==> src/rtl/drum_pkg.sv <==
// Shared configuration, stage payload types and the DRUM truncation helper.
// All stage structs are sized from the DRUM_K/DRUM_N/DRUM_M defaults below;
// the drum_pipe_mult parameters default to the same values.
package drum_pkg;

    localparam int unsigned DRUM_K = 6;
    localparam int unsigned DRUM_N = 16;
    localparam int unsigned DRUM_M = 16;

    localparam int unsigned LA  = $clog2(DRUM_N);
    localparam int unsigned LB  = $clog2(DRUM_M);
    localparam int unsigned SW  = $clog2(DRUM_M) + 1;
    localparam int unsigned MW  = (DRUM_N > DRUM_M) ? DRUM_N : DRUM_M;
    localparam int unsigned LW  = $clog2(MW);
    localparam int unsigned PW2 = 2 * DRUM_K;
    localparam int unsigned RW  = DRUM_N + DRUM_M;

    // Truncated operand and its left-shift amount
    typedef struct packed {
        logic [DRUM_K-1:0] mm;
        logic [SW-1:0]     p;
    } trunc_t;

    // S1 -> S2: magnitudes, result sign, leading-one positions
    typedef struct packed {
        logic [DRUM_N-1:0] mag_a;
        logic [DRUM_M-1:0] mag_b;
        logic              sign;
        logic [LA-1:0]     k1;
        logic [LB-1:0]     k2;
    } s1_t;

    // S2 -> S3: core product, total shift, sign, exact flag
    typedef struct packed {
        logic [PW2-1:0] prod;
        logic [SW-1:0]  sh;
        logic           sign;
        logic           exact;
    } s2_t;

    // S3 output slot
    typedef struct packed {
        logic [RW-1:0] r;
        logic          exact;
    } s3_t;

    // Keep K bits from the leading one down; the dropped tail is replaced by a
    // forced LSB of 1, which centres the truncation error around zero.
    function automatic trunc_t drum_trunc(input logic [MW-1:0] mag, input logic [LW-1:0] k);
        trunc_t       t;
        logic [LW-1:0] p;
        t = '0;
        p = '0;
        if (k > LW'(DRUM_K - 1)) begin
            p    = k - LW'(DRUM_K - 1);
            t.mm = DRUM_K'(mag >> p) | DRUM_K'(1);
            t.p  = SW'(p);
        end else begin
            t.mm = DRUM_K'(mag);
            t.p  = '0;
        end
        return t;
    endfunction

endpackage

==> src/rtl/drum_pipe_mult_if.sv <==
// Streaming bus of the DRUM multiplier.
// master: drives in_valid/signed_mode/a/b/out_ready, observes in_ready/out_valid/r/exact.
// slave : the multiplier side of the same signals.
interface drum_pipe_mult_if
    import drum_pkg::*;
#(
    parameter int unsigned N = DRUM_N,
    parameter int unsigned M = DRUM_M
);
    logic           in_valid;
    logic           in_ready;
    logic           signed_mode;
    logic [N-1:0]   a;
    logic [M-1:0]   b;
    logic           out_valid;
    logic           out_ready;
    logic [N+M-1:0] r;
    logic           exact;

    modport master (
        output in_valid, signed_mode, a, b, out_ready,
        input  in_ready, out_valid, r, exact
    );

    modport slave (
        input  in_valid, signed_mode, a, b, out_ready,
        output in_ready, out_valid, r, exact
    );
endinterface

==> src/rtl/drum_lod_enc.sv <==
// Leading-one detector with binary position encode.
// x     : input vector (W bits)
// pos_c : index of the most significant set bit of x, 0 when x is zero
module drum_lod_enc #(
    parameter  int unsigned W  = 16,
    localparam int unsigned PW = $clog2(W)
) (
    input  logic [W-1:0]  x,
    output logic [PW-1:0] pos_c
);

    // Upward scan: the last set bit seen is the leading one
    always_comb begin
        pos_c = '0;
        for (int unsigned i = 0; i < W; i++) begin
            if (x[i]) begin
                pos_c = PW'(i);
            end
        end
    end

endmodule

==> src/rtl/drum_pipe_mult.sv <==
// Three-stage pipelined DRUM approximate multiplier, throughput one per cycle.
// clk, rst : rising-edge clock, asynchronous active-high reset
// bus      : slave side of drum_pipe_mult_if
//            in_valid/in_ready/signed_mode/a/b  - operand stream
//            out_valid/out_ready/r/exact         - result stream (r/exact registered)
module drum_pipe_mult
    import drum_pkg::*;
#(
    parameter int unsigned K = DRUM_K,
    parameter int unsigned N = DRUM_N,
    parameter int unsigned M = DRUM_M
) (
    input  logic             clk,
    input  logic             rst,
    drum_pipe_mult_if.slave  bus
);

    logic s1_v, s2_v, s3_v;
    s1_t  s1_q, s1_c;
    s2_t  s2_q, s2_c;
    s3_t  s3_q, s3_c;

    logic ld1_c, ld2_c, ld3_c;

    logic [N-1:0]  mag_a_c;
    logic [M-1:0]  mag_b_c;
    logic [LA-1:0] k1_c;
    logic [LB-1:0] k2_c;

    trunc_t           ta_c, tb_c;
    logic             small_c, zero_c;
    logic [N+M-1:0]   mag_c;

    // A slot may load when it is empty or its contents move on this cycle
    assign ld3_c        = !s3_v || bus.out_ready;
    assign ld2_c        = !s2_v || ld3_c;
    assign ld1_c        = !s1_v || ld2_c;
    assign bus.in_ready = ld1_c;

    // S1: magnitudes; the most negative value maps to 2^(W-1) as an unsigned magnitude
    assign mag_a_c = (bus.signed_mode && bus.a[N-1]) ? (~bus.a) + N'(1) : bus.a;
    assign mag_b_c = (bus.signed_mode && bus.b[M-1]) ? (~bus.b) + M'(1) : bus.b;

    drum_lod_enc #(.W(N)) u_lod_a (.x(mag_a_c), .pos_c(k1_c));
    drum_lod_enc #(.W(M)) u_lod_b (.x(mag_b_c), .pos_c(k2_c));

    always_comb begin
        s1_c       = '0;
        s1_c.mag_a = mag_a_c;
        s1_c.mag_b = mag_b_c;
        s1_c.sign  = (bus.a[N-1] ^ bus.b[M-1]) & bus.signed_mode;
        s1_c.k1    = k1_c;
        s1_c.k2    = k2_c;
    end

    // S2: truncate both operands, K x K core multiply
    assign ta_c    = drum_trunc(MW'(s1_q.mag_a), LW'(s1_q.k1));
    assign tb_c    = drum_trunc(MW'(s1_q.mag_b), LW'(s1_q.k2));
    assign small_c = (s1_q.k1 <= LA'(K - 1)) && (s1_q.k2 <= LB'(K - 1));
    // A zero operand yields the true product 0 regardless of the other operand
    assign zero_c  = (s1_q.mag_a == '0) || (s1_q.mag_b == '0);

    always_comb begin
        s2_c       = '0;
        s2_c.prod  = PW2'(ta_c.mm) * PW2'(tb_c.mm);
        s2_c.sh    = ta_c.p + tb_c.p;
        s2_c.sign  = s1_q.sign;
        s2_c.exact = small_c || zero_c;
    end

    // S3: restore magnitude scale and apply sign
    assign mag_c = (N + M)'(s2_q.prod) << s2_q.sh;

    always_comb begin
        s3_c       = '0;
        s3_c.r     = s2_q.sign ? ((N + M)'(0) - mag_c) : mag_c;
        s3_c.exact = s2_q.exact;
    end

    // Stage registers: valid bits follow the load enables, payloads load only with valid data
    always_ff @(posedge clk or posedge rst) begin
        if (rst) begin
            s1_v <= 1'b0;
            s2_v <= 1'b0;
            s3_v <= 1'b0;
            s1_q <= '0;
            s2_q <= '0;
            s3_q <= '0;
        end else begin
            if (ld1_c) begin
                s1_v <= bus.in_valid;
                if (bus.in_valid) begin
                    s1_q <= s1_c;
                end
            end
            if (ld2_c) begin
                s2_v <= s1_v;
                if (s1_v) begin
                    s2_q <= s2_c;
                end
            end
            if (ld3_c) begin
                s3_v <= s2_v;
                if (s2_v) begin
                    s3_q <= s3_c;
                end
            end
        end
    end

    assign bus.out_valid = s3_v;
    assign bus.r         = s3_q.r;
    assign bus.exact     = s3_q.exact;

endmodule

==> src/flat_wrapper.sv <==
// flat-port wrapper written by rule: the top's interface ports become plain ports
module drum_pipe_mult_flat import drum_pkg::*;
#(
    parameter int unsigned K = DRUM_K,
    parameter int unsigned N = DRUM_N,
    parameter int unsigned M = DRUM_M
)
  (clk, rst, bus_in_valid, bus_signed_mode, bus_a, bus_b, bus_out_ready, bus_in_ready, bus_out_valid, bus_r, bus_exact);
  drum_pipe_mult_if #(.N(N), .M(M)) bus_i ();
  input  logic clk;
  input  logic rst;
  input wire logic [$bits(bus_i.in_valid)-1:0] bus_in_valid;
  input wire logic [$bits(bus_i.signed_mode)-1:0] bus_signed_mode;
  input wire logic [$bits(bus_i.a)-1:0] bus_a;
  input wire logic [$bits(bus_i.b)-1:0] bus_b;
  input wire logic [$bits(bus_i.out_ready)-1:0] bus_out_ready;
  output wire logic [$bits(bus_i.in_ready)-1:0] bus_in_ready;
  output wire logic [$bits(bus_i.out_valid)-1:0] bus_out_valid;
  output wire logic [$bits(bus_i.r)-1:0] bus_r;
  output wire logic [$bits(bus_i.exact)-1:0] bus_exact;
  assign bus_i.in_valid = bus_in_valid;
  assign bus_i.signed_mode = bus_signed_mode;
  assign bus_i.a = bus_a;
  assign bus_i.b = bus_b;
  assign bus_i.out_ready = bus_out_ready;
  assign bus_in_ready = bus_i.in_ready;
  assign bus_out_valid = bus_i.out_valid;
  assign bus_r = bus_i.r;
  assign bus_exact = bus_i.exact;
  drum_pipe_mult #(.K(K), .N(N), .M(M)) u_core (.clk(clk), .rst(rst), .bus(bus_i));
endmodule
==> config.mk <==
export PLATFORM = sky130hd
export DESIGN_NAME = drum_pipe_mult_flat
export DESIGN_NICKNAME = d
export VERILOG_FILES = /design/src/rtl/drum_pkg.sv /design/src/rtl/drum_pipe_mult_if.sv /design/src/rtl/drum_lod_enc.sv /design/src/rtl/drum_pipe_mult.sv /design/src/flat_wrapper.sv
export SDC_FILE = /design/constraint.sdc
export NUM_CORES = 1
export LEC_CHECK = 0
export BUFFER_PORTS_ARGS = -buffer_cell sky130_fd_sc_hd__buf_2
export CORE_MARGIN = 1.5
export CORE_UTILIZATION = 30
export CTS_CLUSTER_DIAMETER = 120
export DETAILED_ROUTE_END_ITERATION = 8
export GPL_TIMING_DRIVEN = 0
export PLACE_DENSITY = 0.43
export SKIP_CTS_REPAIR_TIMING = 1
export SKIP_LAST_GASP = 1
export SYNTH_ARGS = -nofsm -noshare
export SYNTH_HDL_FRONTEND = slang
export SYNTH_SLANG_ARGS = --single-unit
export TNS_END_PERCENT = 50
==> constraint.sdc <==
create_clock -name clk -period 20.4 [get_ports clk]
set_clock_uncertainty 0.2 [all_clocks]
set_input_delay 2.04 -clock clk [delete_from_list [all_inputs] [get_ports clk]]
set_output_delay 2.04 -clock clk [all_outputs]
set_load 0.01 [all_outputs]
# ---- Yosys cells after proc, flatten, opt, wreduce, memory -nomap -nowiden
# Index checks and enable logic that the tools add are counted.
dict set report totals {
  output_inout_bits 35
  elab_cells 83
  inputBits 37
  reg_bits 96
}
dict set report classes {
  n_shift 3
  reduce_logical 16
  magnitude_cmp 4
  addsub 6
  muxes 35
  multipliers 1
  n_bitwise 4
}
# op count
set ops {}
lappend ops {{$mux W4} 28}
lappend ops {{$add A16 B1 Y16 const B} 2}
lappend ops {{$logic_not A16 Y1} 2}
lappend ops {{$mux W16} 2}
lappend ops {{$mux W32} 1}
lappend ops {{$not A16 Y16} 2}
lappend ops {{$shl A12 B5 Y32} 1}
lappend ops {{$shr A16 B4 Y6} 2}
lappend ops {{$sub A1 B32 Y32 const A} 1}
lappend ops {{$mux W11} 2}
lappend ops {{$mul A6 B6 Y12} 1}
lappend ops {{$gt A4 B3 Y1 const B} 2}
lappend ops {{$le A4 B3 Y1 const B} 2}
lappend ops {{$sub A4 B3 Y4 const B} 2}
lappend ops {{$reduce_and A2 Y1} 3}
lappend ops {{$add A5 B5 Y5} 1}
lappend ops {{$logic_or A1 B1 Y1} 5}
lappend ops {{$logic_and A1 B1 Y1} 3}
lappend ops {{$logic_not A1 Y1} 3}
lappend ops {{$mux W1} 2}
lappend ops {{$and A1 B1 Y1} 1}
lappend ops {{$xor A1 B1 Y1} 1}

# ---- Logic depth before layout (Yosys ltp)
dict set report depth {
  word_depth 18
  ltp_mapped 28
  depth_no_buf 27
}

# ---- Cells and area by module
# A second synthesis with hierarchy kept.
dict set report hier_totals {
  cells_unflattened 1048
  hier_area_um2 9078.7
}
# mod area_each_um2 cells_per_inst n_inst seq_area_each_um2
set by_module_without_submodules {}
lappend by_module_without_submodules {drum_pipe_mult 8795.9 998 1 2402.3}
lappend by_module_without_submodules {drum_lod_enc 141.4 25 2 0.0}

# ---- Worst setup path before layout
# Ideal clock, no wire load.
dict set report synth_path {
  kind {reg-to-reg}
  from {register u_core.s1_q[4] (netlist name)}
  to {register u_core.s2_q[18] (netlist name)}
  arrival_time_ps 6057
  setup_time_ps 135
  path_slack_ps 14008
  path_stages_with_launch 25
  path_cell_list {dfrtp_1 clkbuf_1 clkinv_1 ha_1 xnor2_1 mux2_2 nor2_1 a21oi_1 mux4_2 mux2i_1 or2_2 fa_1 fa_1 fa_1 inv_1 ha_1 a21oi_1 nor2_1 nor2_1 o21bai_1 a21oi_1 o21bai_1 a21oi_1 xor2_1 o21ai_0}
}
dict set report synth_between {
  elab_chain_len 4
  word_cells_on_any_way 5
  classes_between {1 x add/sub; 1 x mul; 1 x order compare; 1 x shift; 1 x mux}
}
# element line_no
set synth_lines {}
lappend synth_lines {{start: declaration} drum_pipe_mult.sv:19} ;# s1_t s1_q, s1_c;
lappend synth_lines {{start signal: assignment} drum_pipe_mult.sv:86} ;# s1_q <= '0;
lappend synth_lines {{start signal: assignment} drum_pipe_mult.sv:93} ;# s1_q <= s1_c;
lappend synth_lines {{$sub A4 B3 Y4} drum_pkg.sv:55} ;# p = k - LW'(DRUM_K - 1);
lappend synth_lines {{$shr A16 B4 Y6} drum_pkg.sv:56} ;# t.mm = DRUM_K'(mag >> p) | DRUM_K'(1);
lappend synth_lines {{$mux W11 (*)} drum_pkg.sv:54} ;# if (k > LW'(DRUM_K - 1)) begin
lappend synth_lines {{$mul A6 B6 Y12 (*)} drum_pipe_mult.sv:65} ;# s2_c.prod = PW2'(ta_c.mm) * PW2'(tb_c.mm);
lappend synth_lines {{end signal: assignment} drum_pipe_mult.sv:87} ;# s2_q <= '0;
lappend synth_lines {{end signal: assignment} drum_pipe_mult.sv:99} ;# s2_q <= s2_c;
lappend synth_lines {{end: declaration} drum_pipe_mult.sv:20} ;# s2_t s2_q, s2_c;
# Mark *: on every way between the ends. The rest lies on a longest branch, timed or not.
# A chain may end at the register's enable or synchronous reset.

# ---- Final worst setup path
# Ends and elaborated chain as after synthesis.

==> results.ini <==
[critical_path]
critical_path_startpoint_category = flip-flop
arrival_time_reported_for_the_critical_path_endpoint_ps = 7290
crit_required_ps = 20410
criticalPathCategory = reg2reg
crit_fanout = 9
sort_of_element_at_the_end_of_the_critical_path = flip-flop

[final_layout]
most-common-layout-cells = nand2_1 (153), o21ai_0 (98), dfrtp_1 (96)
share_of_post_route_cells_with_drive_strength_above_1 = 0.157
layout_commonest_cell = nand2_1
syn2layout_area_growth_pct = 13.3
fin_util = 0.346
num-nets-final = 1202
antenna_cells = 0
summed_area_of_non_filler_cells_in_the_final_layout_sq_um = 9960
instances_no_fill = 1505

[global_routing]
grt_overflow_total = 0
antenna_found_initial = 0
grt_first_pass_wirelength_um = 44000
groute.usage.overall = 0.182
grt_max_degree = 58
grt_pass1_vias = 7770

[pwr]
max-vdd-ir-drop_uv = 69.3
total_power_mw = 1.66
static-leakage-power_nw = 4.24
power_per_cell_area_nw_per_um2 = 167

[timing]
fin_hold_ws_ps = 279
fin_tns_setup_ps = 0
worst_slew_margin_rel = 0.409
shortest_period_the_worst_path_allows_ps = 7280
unrepaired_setup_endpoints_after_global_routing = no
worst-slew-pin-transition_ps = 880
timing.final.hold_violations = 0
period_share = 0.357
timing.final.ws_setup_ps = 13120
timing.final.max_slew_violations = 0
final-setup-viol-count = 0
max_clock_freq_mhz = 137

[place]
dpl-instance-area_sq_um = 9640
place.detailed.instances = 1489
post-dp-hpwl_um = 21600
place_worst_setup_slack_ps = 13060
finalWeightedCongestion = 0.889
buffer_ports.inserted = 69

[run]
timing.max_cap.violations = 0

[cts]
cts-htree-levels = 3
tritoncts.num_buffers = 9
clockRootBuffer = clkbuf_16
clk_pin_slew_worst_paths_ps = 80
cts_tree = yes
clock_path_buffers = 2
clkSinkCount = 96
insertion_delay_ps = 370

[drt]
vias = 7875
drc_errors = 0
per_cell_routed_wire_length_um = 18.2
routed_via_density = 5.23
wirelength_um = 27400
first_pass_iters = 5
drt_iter0_markers = 450
detail-route-antenna-nets = 0

[hold_path]
worstHoldPathType = reg2reg

[floorplan]
floorplan.rows = 62
fp.coreArea_sq_um = 28800
ioPinCount = 72
initial_utilization = 0.305
die_area_sq_um = 30300
floorplan.die.width_um = 174
die_h_um = 174

[synth]
synthesis.instances = 1035
ys_types = 71
synthesis.area_sq_um = 8790
postSynthRegisterBits = 96
synthesis.area_per_instance_sq_um = 8.49
synth.yosys.seq_area_share = 0.273
most_instantiated_flip_flop_cell_in_the_synthesis_netlist = dfrtp_1
yosysWarnings = 0
synth.net_count = 1121
number_of_enable_type_register_cells_in_the_synthesized_netlist = 0
asyncSetResetFlopFracSynth = 1.00

[outcome]
outcome = finished clean

routing by layer:
| layer | up-vias | share of wire | global-route usage |
|---|---|---|---|
| met4 | 0 | 0.017 | 0.0481 |
| met1 | 3828 | 0.46 | 0.246 |
| met3 | 29 | 0.031 | 0.0203 |
| li1 | 3843 | - | - |
| met5 | - | 0 | 0 |
| met2 | 175 | 0.49 | 0.309 |
sequential cells by signal, summed over array words and instances (netlist names):
signal	flops
u_core.s2_v	1
u_core.bus.out_valid	1
u_core.bus.exact	1
u_core.s2_q	19
u_core.s1_q	41
u_core.bus.r	32
u_core.s1_v	1
worst max-delay path, stage by stage, from the launching register on:
cell and delay [ps]:
dfrtp_1 350, clkbuf_1 410, clkinv_1 380, ha_1 330, xnor2_1 700, mux2_2 430
nor2_1 90, a21oi_1 50, mux4_2 490, mux2i_1 410, or2_2 210, fa_1 450
fa_1 530, fa_1 550, inv_1 40, ha_1 320, a21oi_1 140, nor2_1 50
nor2_1 140, o21bai_1 90, a21oi_1 220, o21bai_1 90, a21oi_1 170, xor2_1 180
o21ai_0 90
synthesized netlist by cell type, types with 3 or more instances:
master / instances / area (sq um)
buf_2: 3 / 15.0
and2_1: 8 / 50.1
ha_1: 31 / 388
a21oi_1: 49 / 245
o21bai_1: 6 / 45.0
clkbuf_1: 46 / 173
a21boi_0: 3 / 22.5
fa_1: 18 / 360
o22a_1: 3 / 26.3
o21ai_0: 98 / 490
nand2b_1: 11 / 68.8
nand3_1: 15 / 75.1
o21ai_1: 3 / 15.0
nor2b_1: 14 / 87.6
xnor2_1: 39 / 342
nand3b_1: 4 / 30.0
a31oi_1: 9 / 56.3
a21o_1: 8 / 60.1
a2bb2oi_1: 3 / 26.3
o211ai_1: 4 / 30.0
nor3_1: 16 / 80.1
mux2_2: 28 / 315
o22ai_1: 8 / 50.1
o311ai_0: 4 / 35.0
o221ai_1: 4 / 35.0
o21a_1: 3 / 22.5
o31ai_1: 11 / 82.6
or4_1: 4 / 30.0
inv_1: 52 / 195
nor4_1: 11 / 68.8
mux4_2: 25 / 563
nand2_1: 153 / 574
xor2_1: 30 / 263
or2_2: 22 / 138
nand4_1: 8 / 50.1
dfrtp_1: 96 / 2400
buf_1: 8 / 30.0
o41ai_1: 3 / 26.3
nor2_1: 73 / 274
a211oi_1: 8 / 60.1
mux2i_1: 42 / 420
a22oi_1: 5 / 37.5
nor3b_1: 7 / 52.6
final cells by class:
type,count,area (sq um)
well taps,384,480
inverters,54,205
clock inverters,7,86.3
clock buffers,9,225
fillers,3061,18800
flip-flops and latches,96,2400
repair buffers,70,373
plain buffers,59,236
multi-input cells,826,5950
worst paths after layout:
kind / start / endpoint / slack, ps / depth (start not counted)
setup / recovery: u_core.s1_q[4]$_DFFE_PP0P_ / u_core.s2_q[18]$_DFFE_PP0P_ / 13120 / 24
hold / removal: u_core.bus.r[20]$_DFFE_PP0P_ / u_core.bus.r[20]$_DFFE_PP0P_ / 280 / 2
setup reg to reg: u_core.s1_q[4]$_DFFE_PP0P_ / u_core.s2_q[18]$_DFFE_PP0P_ / 13120 / 24
hold reg to reg: u_core.bus.r[20]$_DFFE_PP0P_ / u_core.bus.r[20]$_DFFE_PP0P_ / 280 / 2
max in group asynchronous: rst / u_core.s2_q[8]$_DFFE_PP0P_ / 17800 / 3
min in group asynchronous: rst / u_core.s1_q[13]$_DFFE_PP0P_ / 1510 / 2
power breakdown:
| part | internal (mW) | leakage [nW] | switching (mW) |
|---|---|---|---|
| Sequential | 0.245 | 1.18 | 0.0545 |
| Clock | 0.0881 | 0.151 | 0.0915 |
| Combinational | 0.486 | 2.91 | 0.697 |
logic make-up after synthesis:
logic type | share of synthesized area
simple gates | 0.190
fa+ha+maj | 0.0851
flops | 0.273
buf+inv | 0.0500
xor+xnor | 0.0688
compound gates | 0.182
mux | 0.151
Note: power is estimated with default switching activity, not from simulation.
